File: src/rtl/ota_trim_sar_ctrl.sv
// Offset-trim calibration controller for the fully-differential OTA.
// The controller shorts the OTA inputs and then runs an MSB-first
// successive-approximation search on the trim DAC code, using the clocked
// comparator on voutp/voutn. When the search ends it holds the final code.
module ota_trim_sar_ctrl #(
    parameter int TRIM_W     = 6,
    parameter int SETTLE_CYC = 8
) (
    input  logic              clk,
    input  logic              rst,
    input  logic              start,
    input  logic              cmp_in,
    output logic              cal_en,
    output logic [TRIM_W-1:0] trim_code,
    output logic              busy,
    output logic              done,
    output logic              sat
);

    localparam int IDX_W = (TRIM_W > 1) ? $clog2(TRIM_W) : 1;
    localparam int CNT_W = (SETTLE_CYC > 1) ? $clog2(SETTLE_CYC) : 1;

    localparam logic [CNT_W-1:0]  CNT_LAST = CNT_W'(SETTLE_CYC - 1);
    localparam logic [IDX_W-1:0]  IDX_MSB  = IDX_W'(TRIM_W - 1);
    localparam logic [TRIM_W-1:0] MIDSCALE = {1'b1, {(TRIM_W-1){1'b0}}};

    typedef enum logic [1:0] {
        IDLE,
        SETTLE,
        SAMPLE,
        DONE
    } state_t;

    state_t            state;
    logic [IDX_W-1:0]  idx;
    logic [CNT_W-1:0]  cnt;
    logic [TRIM_W-1:0] resolved_code;
    logic              resolved_sat;

    // Code after resolving the current bit from the comparator and arming the next trial bit
    always_comb begin
        resolved_code = trim_code;
        if (cmp_in) begin
            resolved_code[idx] = 1'b0;
        end
        if (idx != '0) begin
            resolved_code[idx - 1'b1] = 1'b1;
        end
        resolved_sat = (resolved_code == '0) || (resolved_code == '1);
    end

    // Calibration sequencer: settle, sample, step to the next bit, then report
    always_ff @(posedge clk) begin
        if (rst) begin
            state     <= IDLE;
            trim_code <= MIDSCALE;
            idx       <= IDX_MSB;
            cnt       <= '0;
            cal_en    <= 1'b0;
            busy      <= 1'b0;
            done      <= 1'b0;
            sat       <= 1'b0;
        end else begin
            case (state)
                IDLE: begin
                    if (start) begin
                        state     <= SETTLE;
                        trim_code <= MIDSCALE;
                        idx       <= IDX_MSB;
                        cnt       <= '0;
                        cal_en    <= 1'b1;
                        busy      <= 1'b1;
                        sat       <= 1'b0;
                    end
                end
                SETTLE: begin
                    if (cnt == CNT_LAST) begin
                        state <= SAMPLE;
                        cnt   <= '0;
                    end else begin
                        cnt <= cnt + 1'b1;
                    end
                end
                SAMPLE: begin
                    trim_code <= resolved_code;
                    if (idx != '0) begin
                        idx   <= idx - 1'b1;
                        cnt   <= '0;
                        state <= SETTLE;
                    end else begin
                        state  <= DONE;
                        done   <= 1'b1;
                        busy   <= 1'b0;
                        cal_en <= 1'b0;
                        sat    <= resolved_sat;
                    end
                end
                DONE: begin
                    done  <= 1'b0;
                    state <= IDLE;
                end
                default: begin
                    state <= IDLE;
                end
            endcase
        end
    end

endmodule
File: config.mk
export PLATFORM = sky130hd
export DESIGN_NAME = ota_trim_sar_ctrl
export DESIGN_NICKNAME = d
export VERILOG_FILES = /design/src/rtl/ota_trim_sar_ctrl.sv
export SDC_FILE = /design/constraint.sdc
export NUM_CORES = 1
export LEC_CHECK = 0
export ABC_AREA = 0
export CORE_ASPECT_RATIO = 1.75
export CORE_MARGIN = 1
export CORE_UTILIZATION = 40
export CTS_CLUSTER_DIAMETER = 200
export DETAILED_ROUTE_END_ITERATION = 8
export GPL_ROUTABILITY_DRIVEN = 1
export SYNTH_ARGS = -nofsm -noshare
export SYNTH_HDL_FRONTEND = slang
export SYNTH_SLANG_ARGS = --single-unit
File: constraint.sdc
create_clock -name clk -period 6.97 [get_ports clk]
set_input_delay 1.0455 -clock clk [delete_from_list [all_inputs] [get_ports clk]]
set_output_delay 1.0455 -clock clk [all_outputs]
set_load 0.1 [all_outputs]
==> results.json, run 1 <==
{
  "layout_commonest_cell": "nor2_1",
  "hold_viol": 0,
  "layout-drive-gt1-share": 0.0565,
  "regToRegStartpoint": "idx[0]",
  "p_comb_frac": 0.127,
  "synth_nets": 121,
  "routabilityCongestion": 0.787,
  "pwr-share-seq": 0.583,
  "worstSetupEndpointType": "primary output",
  "r2r-end": "sat",
  "cp.required_ns": 5.92,
  "area_growth_pct": 16.0,
  "antenna_left": 0,
  "grt_pass1_wl_mm": 3.22,
  "via_per_inst": 5.66,
  "post-cts-setup-buffers": 0,
  "clock_latency_ns": 0.28,
  "critPathBufInv": 1,
  "slowest_delay_ns": 1.17,
  "swShare": 0.268,
  "cp.depth": 1,
  "hold_class": "reg -> reg",
  "status": "finished clean",
  "peakVddDrop_mv": 0.146,
  "setup_viol": 0,
  "wl_met2_mm": 1.13,
  "slew_violations": 0,
  "p_leak_nw": 0.412,
  "period_needed_ns": 2.90,
  "met1Wirelength_um": 860,
  "p_total_w": 0.000173,
  "worst_path_max_delay_cell": "clkdlybuf4s50_1",
  "path_clk_slew_ns": 0.09,
  "dr.max_layer_used": "met4",
  "clkPwrFrac": 0.291,
  "rows": 22,
  "die_w_um": 38.1,
  "num_io_pins": 14,
  "ys_seq_area_frac": 0.373,
  "p_int_w": 0.000126,
  "dr_wl_met3_um": 54,
  "r2r_slack_ns": 4.35,
  "async_flop_share": 0,
  "ys_ff_latch": 17,
  "core_sq_mm": 0.00212,
  "maxSlewHeadroom": 0.346,
  "antenna_found_initial": 0,
  "register_area_sq_um": 340,
  "vias": 837,
  "drt_iter0_drc": 23,
  "synth-edff-count": 0,
  "switchingPower_w": 0.0000463,
  "fmax_mhz": 345,
  "grtUsageTotal": 0.178,
  "p_per_area_mw_per_mm2": 163,
  "setup.worst_path.start": "trim_code[3]",
  "cts.sinks": 17,
  "antenna_cells": 0,
  "io_buffers": 13,
  "yosysWarnings": 0,
  "final_nets": 133,
  "synth_area_sq_um": 912,
  "cts-resized-gates": 0,
  "dieArea_sq_mm": 0.00248,
  "synthFlopType": "dfxtp_1",
  "first_pass_iters": 4,
  "final.setup.tns_ns": 0,
  "dpl.hpwl_mm": 1.56,
  "drc_errors": 0,
  "postSynthAreaPerCell_sq_um": 8.07,
  "drv_cap": 0,
  "fin_worst_skew_ns": 0.00300,
  "wl_mm": 2.07,
  "ctsLongestPathBuffers": 2,
  "grt_setup_unrepaired": "no",
  "synth.distinct_cells": 32,
  "cts_made_buffers": 3,
  "syn_inst": 113,
  "dieHeight_um": 65.2,
  "cp_top_family": "buffers and inverters",
  "timing.final.crit_share": 0.416,
  "multi_input_area_sq_um": 508,
  "start_kind": "flop",
  "arrival_ns": 1.85,
  "wl_per_cell_um": 14.0,
  "cts_tree": "built",
  "crit_path_max_fanout": 3,
  "grt_max_degree": 16,
  "critPathKind": "reg -> out",
  "r2r_cells": 9,
  "gr-total-overflow": 0,
  "start_util": 0.430,
  "hold_buffers": 0,
  "htree_levels": 1,
  "cts-root-buf": "clkbuf_4",
  "tightest_slew_ns": 0.978,
  "cp_cell_sequence": "clkdlybuf4s50_1",
  "crit_end": "trim_code[3]",
  "nFillCells": 216,
  "final_cell_mix": "nor2_1, dfxtp_1, clkdlybuf4s50_1",
  "grt_pass1_vias": 767
}
-- worst min-delay path by stage --
stage / slack (ns) / endpoint / cells past startpoint / start
after floorplan: 0.48 / cnt[1] / 2 / cnt[1]
after detailed placement: 0.51 / done / 2 / done
after global placement: 0.50 / cnt[2] / 2 / cnt[2]
after global routing: 0.54 / done / 2 / done
after CTS: 0.52 / done / 2 / done
final: 0.51 / done / 2 / done
-- layout make-up --
type	instances	area share
clock buffers	3	0.0213
clock inverters	1	0.00473
inverters	6	0.0213
multi-input cells	84	0.480
flip-flops and latches	17	0.322
well taps	24	0.0284
repair buffers	13	0.123
-- power groups by stage --
stage	Clock (W)	Sequential [W]	Combinational (W)
finish	0.0000502	0.000101	0.0000219
global route	0.0000570	0.000101	0.0000239
CTS	0.0000534	0.000101	0.0000220
detailed placement	0	0.000103	0.0000219
global placement	0	0.000103	0.0000218
floorplan	0	0.000106	0.0000126
-- cell families (layout without fill, tap and decap cells) --
kind of cell / after synthesis / after routing / share of synthesized area
fa+ha+maj: 4 / 4 / 0.0549
mux: 1 / 1 / 0.0110
flops: 17 / 17 / 0.373
compound gates: 33 / 33 / 0.233
buf+inv: 12 / 23 / 0.0700
simple gates: 46 / 46 / 0.258
-- through the flow --
step / hold WS (ns) / instance area, sq um / setup slack (ns) / utilization / std cells
CTS: 0.519 / 1060 / 4.06 / 0.499 / 148
floorplan: 0.481 / 912 / 4.53 / - / 113
detailed placement: 0.507 / 1030 / 4.15 / 0.486 / 144
global route: 0.542 / 1060 / 4.01 / 0.499 / 148
global placement: 0.499 / 1030 / 4.18 / 0.486 / 144
finish: 0.513 / 1060 / 4.07 / 0.499 / 148
-- state kept, by name, indices dropped and copies added (netlist names) --
name,count
done,1
idx,3
cnt,3
sat,1
state,2
busy,1
trim_code,6
-- routing by layer --
layer | global-route usage | vias up
met5 | 0 | -
met4 | 0.0804 | 0
met3 | 0.0101 | 2
met2 | 0.331 | 13
met1 | 0.191 | 395
li1 | - | 427
-- Yosys cell counts, types with 2 or more instances --
library cell,number,area (sq um)
nor2b_1,3,18.8
nand2b_1,2,12.5
dfxtp_1,17,340
a21oi_1,12,60.1
ha_1,4,50.1
a22oi_1,6,45.0
buf_6,2,22.5
nand3_1,2,10.0
inv_1,6,22.5
nand2_1,6,22.5
a311oi_1,2,17.5
nor4b_1,2,17.5
clkbuf_1,3,11.3
nor3b_1,2,15.0
o21ai_0,4,20.0
a31oi_1,3,18.8
nor2_1,22,82.6
Note: power is estimated with default switching activity, not from simulation.
==> run 2, diff against run 1 <==
- clock period: 6.97 -> 2.57 ns (I/O delays scaled with it)
==> results.json, run 2 (synthesis results as in run 1) <==
{
  "status": "finished clean",
  "p_int_w": 0.000344,
  "gr-total-overflow": 0,
  "cts.sinks": 17,
  "final_core_util": 0.494,
  "p_leak_nw": 0.436,
  "antenna_left": 0,
  "crit_top_cell": "ha_1",
  "hold_class": "reg -> reg",
  "rows": 22,
  "worstSetupEndpointType": "flop",
  "top_regs": "trim_code: 6 flops, cnt: 3 flops, idx: 3 flops",
  "p_per_area_mw_per_mm2": 453,
  "post-cts-setup-buffers": 0,
  "slowest_delay_ns": 0.51,
  "final_nets": 135,
  "cts_tree": "built",
  "ctsLongestPathBuffers": 2,
  "tightest_slew_ns": 0.622,
  "dieHeight_um": 65.2,
  "timing.final.crit_share": 0.888,
  "swShare": 0.274,
  "antenna_cells": 0,
  "routabilityCongestion": 0.771,
  "final_cell_mix": "nor2_1, dfxtp_1, a21oi_1, buf_4",
  "register_area_sq_um": 340,
  "die_w_um": 38.1,
  "pwr-share-seq": 0.575,
  "dieArea_sq_mm": 0.00248,
  "peakVddDrop_mv": 0.322,
  "grtUsageTotal": 0.200,
  "fin_worst_skew_ns": 0.00734,
  "critPathKind": "reg -> reg",
  "crit_path_max_fanout": 5,
  "antenna_found_initial": 0,
  "largest_reg_flops": 6,
  "clkPwrFrac": 0.300,
  "switchingPower_w": 0.000130,
  "drc_errors": 0,
  "cts-resized-gates": 0,
  "setup_viol": 0,
  "htree_levels": 1,
  "maxSlewHeadroom": 0.585,
  "cp.required_ns": 2.81,
  "io_buffers": 13,
  "fmax_mhz": 438,
  "wl_per_cell_um": 13.9,
  "p_comb_frac": 0.125,
  "hold_viol": 0,
  "cp_cell_sequence": "inv_1 -> ha_1 -> ha_1 -> nor4b_1 -> o21ai_2 -> nand2_1 -> or4_1 -> mux2i_1 -> a41o_1",
  "largest_register": "trim_code",
  "num_io_pins": 14,
  "hold_buffers": 0,
  "path_clk_slew_ns": 0.10,
  "drt_iter0_drc": 12,
  "cts_made_buffers": 3,
  "final.setup.tns_ns": 0,
  "grt_pass1_wl_mm": 3.62,
  "vias": 836,
  "slew_violations": 0,
  "via_per_inst": 5.57,
  "drv_cap": 0,
  "wl_mm": 2.09,
  "dpl.hpwl_mm": 1.63,
  "multi_input_area_sq_um": 508,
  "first_pass_iters": 4,
  "core_sq_mm": 0.00212,
  "r2r_slack_ns": 0.29,
  "area_growth_pct": 14.8,
  "start_kind": "flop",
  "worst_path_max_delay_cell": "or4_1",
  "layout-drive-gt1-share": 0.143,
  "period_needed_ns": 2.28,
  "grt_pass1_vias": 807,
  "clock_latency_ns": 0.29,
  "grt_max_degree": 16,
  "nFillCells": 236,
  "arrival_ns": 2.52,
  "grt_setup_unrepaired": "no",
  "layout_commonest_cell": "nor2_1",
  "cts-root-buf": "clkbuf_4",
  "start_util": 0.430
}
run 2: cell count changes in the layout (fill, tap and decap cells not counted):
cell | before | now
buf_4 | 0 | 12
clkbuf_1 | 0 | 1
clkdlybuf4s50_1 | 13 | 3
clkinv_2 | 1 | 0
run 2: power groups by stage:
stage	combinational (W)	clock [W]	sequential (W)
after floorplan	0.0000343	0	0.000288
after global placement	0.0000601	0	0.000279
after detailed placement	0.0000597	0	0.000279
after CTS	0.0000599	0.000149	0.000273
after global routing	0.0000643	0.000164	0.000274
final	0.0000593	0.000142	0.000273
run 2: final cells by class:
cell class | instances | area share
multi-input combinational | 84 | 0.485
sequential | 17 | 0.325
timing repair buffer | 15 | 0.115
tap | 24 | 0.0287
clock buffer | 4 | 0.0251
inverter | 6 | 0.0215
run 2: routing by layer:
| metal | up-vias | track usage | share of wire | wire length (um) |
|---|---|---|---|---|
| met1 | 383 | 0.237 | 0.40 | 841 |
| met4 | 0 | 0.0938 | 0.022 | 45 |
| met2 | 16 | 0.347 | 0.56 | 1160 |
| li1 | 431 | - | - | - |
| met3 | 6 | 0.0101 | 0.021 | 43 |
| met5 | - | 0 | 0 | 0 |
run 2: stage by stage:
stage	instances	hold WS, ns	total power [W]	cell area [sq um]	setup slack [ns]
2_1_floorplan	113	0.455	0.000323	912	0.344
3_3_place_gp	146	0.495	0.000339	1020	0.365
3_5_place_dp	146	0.511	0.000339	1020	0.310
4_1_cts	150	0.525	0.000482	1050	0.278
5_1_grt	150	0.559	0.000502	1050	0.0693
6_report	150	0.521	0.000474	1050	0.288
run 2: final timing paths:
| path | cells past startpoint | endpoint | startpoint |
|---|---|---|---|
| setup reg to reg | 9 | sat | idx[1] |
| hold reg to reg | 2 | done | done |
| hold / removal | 2 | done | done |
| setup / recovery | 9 | sat | idx[1] |
run 2: critical path: cells and delay by family, from the launching register on:
kind            cells  cell delay, ns
mux                 1            0.14
fa+ha+maj           2            0.52
buf+inv             1            0.10
compound gates      2            0.36
simple gates        3            0.74
flops               1            0.38
==> run 3, diff against run 2 <==
- HOLD_SLACK_MARGIN: not set -> 0.12
==> results of run 3 <==
Same layout as run 2: the final DEF is identical, and so are final timing and power.
